--- src/rtl/keccak_squeezer_pkg.sv ---
// Shared constants, state encoding and rate lookup for the Keccak squeeze path.
package keccak_squeezer_pkg;

    localparam int KECCAK_W            = 64;
    localparam int KECCAK_STATE_W      = 1600;
    localparam int KECCAK_LEN_W        = 32;
    localparam int RATE_WORDS_SHAKE256 = 17;
    localparam int RATE_WORDS_SHAKE128 = 21;
    localparam int RATE_SHAKE128       = RATE_WORDS_SHAKE128 * KECCAK_W;

    typedef enum logic [1:0] {
        SQ_IDLE    = 2'd0,
        SQ_WAIT_ST = 2'd1,
        SQ_EMIT    = 2'd2,
        SQ_REQ     = 2'd3
    } squeeze_state_t;

    // Rate in 64-bit words for a mode code; 0 marks an unsupported mode.
    function automatic logic [4:0] rate_words(input logic [1:0] mode);
        case (mode)
            2'b11:   rate_words = 5'(RATE_WORDS_SHAKE256);
            2'b10:   rate_words = 5'(RATE_WORDS_SHAKE128);
            default: rate_words = 5'd0;
        endcase
    endfunction

endpackage

--- src/rtl/keccak_squeezer.sv ---
// Squeeze end of the SHAKE core: streams rate lanes of the permuted state as
// 64-bit words and asks for another permutation when a block runs dry.
//
//  state    | meaning
//  ---------+-----------------------------------------------------------
//  IDLE     | waiting for start_i; len==0 jobs complete here directly
//  WAIT_ST  | state_ready_o high, waiting for a permuted state
//  EMIT     | presenting shreg_q[W-1:0], shifting one lane per handshake
//  REQ      | one-cycle perm_req_o, then back to WAIT_ST
module keccak_squeezer
    import keccak_squeezer_pkg::*;
#(
    parameter int W       = KECCAK_W,
    parameter int STATE_W = KECCAK_STATE_W,
    parameter int LEN_W   = KECCAK_LEN_W
) (
    input  logic               clk,
    input  logic               rst_n,
    input  logic               start_i,
    input  logic [1:0]         mode_i,
    input  logic [LEN_W-1:0]   out_len_i,
    input  logic               state_valid_i,
    input  logic [STATE_W-1:0] state_i,
    output logic               state_ready_o,
    output logic               perm_req_o,
    output logic [W-1:0]       dout_o,
    output logic               dout_valid_o,
    input  logic               dout_ready_i,
    output logic               dout_last_o,
    output logic               busy_o,
    output logic               done_o
);

    localparam int SHREG_W = W * RATE_WORDS_SHAKE128;

    squeeze_state_t     state_q;
    logic [SHREG_W-1:0] shreg_q;
    logic [SHREG_W-1:0] load_d;
    logic [LEN_W-1:0]   remaining_q;
    logic [4:0]         word_cnt_q;
    logic [4:0]         rate_q;
    logic               done_q;
    logic [4:0]         start_rate;

    // Capacity lanes never reach the shift register.
    logic unused_capacity;
    assign unused_capacity = ^state_i[STATE_W-1:SHREG_W];

    assign start_rate = rate_words(mode_i);

    // Gather only the rate lanes of the current mode; the rest load as zero.
    always_comb begin
        load_d = '0;
        for (int k = 0; k < RATE_WORDS_SHAKE128; k++) begin
            if (k < int'(rate_q)) begin
                load_d[W*k +: W] = state_i[W*k +: W];
            end
        end
    end

    // Sequencer: job setup, state load, word streaming and re-permute requests.
    always_ff @(posedge clk or negedge rst_n) begin
        if (!rst_n) begin
            state_q     <= SQ_IDLE;
            shreg_q     <= '0;
            remaining_q <= '0;
            word_cnt_q  <= '0;
            rate_q      <= '0;
            done_q      <= 1'b0;
        end else begin
            done_q <= 1'b0;
            case (state_q)
                SQ_IDLE: begin
                    if (start_i && (start_rate != 5'd0)) begin
                        if (out_len_i == '0) begin
                            done_q <= 1'b1;
                        end else begin
                            rate_q      <= start_rate;
                            remaining_q <= out_len_i;
                            state_q     <= SQ_WAIT_ST;
                        end
                    end
                end
                SQ_WAIT_ST: begin
                    if (state_valid_i) begin
                        shreg_q    <= load_d;
                        word_cnt_q <= '0;
                        state_q    <= SQ_EMIT;
                    end
                end
                SQ_EMIT: begin
                    if (dout_ready_i) begin
                        shreg_q     <= shreg_q >> W;
                        word_cnt_q  <= word_cnt_q + 5'd1;
                        remaining_q <= remaining_q - LEN_W'(1);
                        if (remaining_q == LEN_W'(1)) begin
                            done_q  <= 1'b1;
                            state_q <= SQ_IDLE;
                        end else if ((word_cnt_q + 5'd1) == rate_q) begin
                            state_q <= SQ_REQ;
                        end
                    end
                end
                SQ_REQ: begin
                    state_q <= SQ_WAIT_ST;
                end
                default: begin
                    state_q <= SQ_IDLE;
                end
            endcase
        end
    end

    assign dout_o        = shreg_q[W-1:0];
    assign dout_valid_o  = (state_q == SQ_EMIT);
    assign dout_last_o   = (state_q == SQ_EMIT) && (remaining_q == LEN_W'(1));
    assign state_ready_o = (state_q == SQ_WAIT_ST);
    assign perm_req_o    = (state_q == SQ_REQ);
    assign busy_o        = (state_q != SQ_IDLE);
    assign done_o        = done_q;

endmodule

--- config.mk ---
export PLATFORM = sky130hd
export DESIGN_NAME = keccak_squeezer
export DESIGN_NICKNAME = d
export VERILOG_FILES = /design/src/rtl/keccak_squeezer_pkg.sv /design/src/rtl/keccak_squeezer.sv
export SDC_FILE = /design/constraint.sdc
export NUM_CORES = 2
export LEC_CHECK = 0
export CORE_AREA = 10 10 649 651
export CTS_CLUSTER_DIAMETER = 80
export DETAILED_ROUTE_END_ITERATION = 7
export DIE_AREA = 0 0 659 661
export GPL_TIMING_DRIVEN = 0
export PLACE_DENSITY = 0.44
export SLEW_MARGIN = 20
export SYNTH_ARGS = -nofsm -noshare
export SYNTH_HDL_FRONTEND = slang
export SYNTH_SLANG_ARGS = --single-unit
--- constraint.sdc ---
create_clock -name clk -period 3 [get_ports clk]
set_input_delay 0.6 -clock clk [delete_from_list [all_inputs] [get_ports clk]]
set_output_delay 0.6 -clock clk [all_outputs]
set_load 0.02 [all_outputs]
==> results.md <==
- Status: complete, but fails checks
- Failing checks: negative setup slack
- Async SR Flop Fraction: 1.00
- Die width: 659 µm
- Num CTS Buffers: ~180
- Gr ovfl total: 0
- Worst Path Arrival: about 2.8 ns
- DRT iter0 DRCs: 5,531
- Actual slew at the worst max-slew pin: 1.06 ns
- PortBufs: 1,452
- Met1 global-route usage: 0.210
- Worst skew pair latency: 0.88 ns
- I/O pin count: 1,709
- Most common cell after layout, fill and taps aside: nor2_1
- Crit path kind: reg2out
- Syn. warnings: 0
- Crit start category: register
- Post-synth EDFFs: 0
- # rows: 235
- Fmax: 292 MHz
- Final nets: 9,699
- Critical path endpoint category: output port
- Non-Filler Instances: 13,739
- CTS clk-pin slew, worst paths: 0.06 ns
- Leak Pwr: 36.6 nW
- DIE HEIGHT: 661 µm
- Overall Power: 109 mW
- Most frequent cells in the layout: nor2_1 (2,064), clkdlybuf4s50_1 (1,447), dfrtp_1 (1,386), a221oi_1 (815), clkbuf_1 (415)
- Max VDD drop: 0.510 mV
- # clock sinks: 1,386
- First-pass GRT wire length: about 550 mm
- Vias: 60,277
- Clock Skew: 0.0582 ns
- Final ANT Viol Nets: 0
- Antenna violations before repair: 216
- Area grow syn2layout: 51.5%
- Root Driver: clkbuf_16
- Met3 Use GR: 0.0439
- Sequential area share after synthesis: 0.571
- Final setup fails: 1
- Core footprint: 408,000 µm²
- Final wirelength: 418 mm
- Post-synth cell types: 51
- CP required: 2.40 ns
- Fin util: 0.225
- Syn Area/Cell: 9.54 µm²
- Fin crit share: 1.14
- GR Layer Usage met2: 0.330
- Clk buf depth: 4
- Die area: 436,000 µm²
- Crit-path max FO: 2
- Syn Inst Count: approximately 6,400
- Dpl hpwl: about 340 mm
- RSZ-0062 raised after global routing: true
- Syn Nets: about 8,000
- Count of state elements after synthesis: ~1,400
- Initial Util: 0.149
- Top_reg_cell synth: dfrtp_1
- Largest net degree at the start of global routing: roughly 130
- Max Slew Vio Count: 0
- Final setup margin: -0.428 ns
- HP Class: in2async
- Relative slew slack: 0.295
- DRC: 0
- Vias per Instance: 4.39
- PwrDens: about 1200 nW/µm²
- CTS tree: yes
- Hold Vio Cnt, Final: 0
- Drt first pass iters: 6
- Gr busiest metal: met2
- Gr usage total: 0.182
- Share of cells above drive strength 1: 0.104
- Max-cap violations: 0
- Synth Cell Area: 60,700 µm²
- Number of global-route vias before repair: 60,295
- Routed wire per std cell: between 30 and 40 µm
- Placed Cells: roughly 13,000
- Gpl congestion: between 0.9 and 1
- Crit path time final: between 3 and 4 ns
- CTS HTree Levels: 4
## worst paths after layout
kind                            startpoint       endpoint  slack (ns)  cells after the start
setup / recovery           remaining_q[13]    dout_last_o       -0.43                      5
hold / removal                       rst_n  shreg_q[1086]        0.08                      5
setup reg to reg                state_q[0]   shreg_q[669]        0.05                     11
hold reg to reg              shreg_q[1305]  shreg_q[1305]        0.46                      2
max in group asynchronous            rst_n  shreg_q[1286]        0.18                      8
min in group clk             state_i[1341]  shreg_q[1341]        0.26                      3
## logic make-up after synthesis
group,Yosys count,synth area share
compound gates,1388,0.191
fa+ha+maj,7,0.00144
buf+inv,681,0.0462
flops,1386,0.571
simple gates,2892,0.189
xor+xnor,4,0.000577
mux,4,0.000660
## per-layer routing
| layer | wire length, µm | vias up |
|---|---|---|
| li1 | - | 26533 |
| met1 | 161000 | 30432 |
| met2 | 214000 | 2512 |
| met3 | 27100 | 710 |
| met4 | 15500 | 90 |
| met5 | 594 | - |
## layout make-up
| cell class | instances | area (µm²) |
|---|---|---|
| Fill cell | 45078 | 316000 |
| Sequential cell | 1386 | 34700 |
| Multi-Input combinational cell | 4295 | 25000 |
| Timing Repair Buffer | 1513 | 15700 |
| Tap cell | 5451 | 6820 |
| Clock buffer | 270 | 5360 |
| Buffer | 666 | 3250 |
| Clock inverter | 63 | 877 |
| Antenna cell | 86 | 215 |
| Inverter | 9 | 33.8 |
## worst max-delay path: stages (launching register included)
cell and delay, ns:
dfrtp_1 0.40, or4_4 0.55, or3_4 0.38, nor4_4 0.31, and2_4 0.20, buf_6 0.11
## cells in the mapped netlist, types with 2 or more instances
| cell type | instances | area share |
|---|---|---|
| nand4b_1 | 3 | 0.00043 |
| buf_2 | 2 | 0.00016 |
| and3_1 | 3 | 0.00031 |
| or3_1 | 4 | 0.00041 |
| nor4_1 | 19 | 0.0020 |
| or4_1 | 3 | 0.00037 |
| a21oi_1 | 23 | 0.0019 |
| nand3_1 | 344 | 0.028 |
| a221oi_1 | 1024 | 0.15 |
| buf_1 | 33 | 0.0020 |
| xnor2_1 | 3 | 0.00043 |
| nand2_1 | 407 | 0.025 |
| buf_4 | 64 | 0.0079 |
| clkbuf_1 | 571 | 0.035 |
| and2_1 | 3 | 0.00031 |
| a311oi_1 | 3 | 0.00043 |
| o21ai_0 | 18 | 0.0015 |
| nor2b_1 | 3 | 0.00031 |
| ha_1 | 7 | 0.0014 |
| o22ai_1 | 33 | 0.0034 |
| a32oi_1 | 3 | 0.00043 |
| a22o_1 | 4 | 0.00058 |
| o211ai_1 | 3 | 0.00037 |
| mux2i_1 | 4 | 0.00066 |
| a22oi_1 | 262 | 0.032 |
| a21o_1 | 3 | 0.00037 |
| dfrtp_1 | 1386 | 0.57 |
| o31ai_1 | 3 | 0.00037 |
| nand2b_1 | 6 | 0.00062 |
| inv_1 | 9 | 0.00056 |
| nor2_1 | 2065 | 0.13 |
| nor3_1 | 19 | 0.0016 |
| nand4_1 | 7 | 0.00072 |
## repair_timing
| action | 4_1_cts | 5_1_grt |
|---|---|---|
| gates cloned | 5 | 0 |
| hold endpoints to repair | 74 | 15 |
| setup buffers | 9 | 0 |
| hold buffers | 8 | 3 |
| pin swaps | 5 | 3 |
| resized for setup | 319 | 249 |
| setup endpoints to repair | 1610 | 491 |
## metrics by stage
step	hold slack, ns	setup TNS, ns	setup WS, ns	cell area, µm²
after floorplan	0.304	0	0.217	60700
after global placement	0.452	-	-70.56	82100
after detailed placement	0.456	-1664.07	-2.02	82900
after CTS	-0.0870	-0.529	-0.525	90900
after global routing	0.0534	-1.43	-0.556	91800
final	0.0776	-0.428	-0.428	92000
## state kept, by name, indices dropped and copies added, names as in the netlist
name,count
shreg_q,1344
done_o,1
word_cnt_q,5
rate_q,2
state_q,2
remaining_q,32
## where the power goes
group	internal (mW)	switching (mW)	leakage [nW]
clock	13.6	9.65	3.06
combinational	16.1	32.0	17.0
sequential	28.3	9.34	16.5
total	58.0	51.0	36.6
Power figures use the tool's default switching activity.
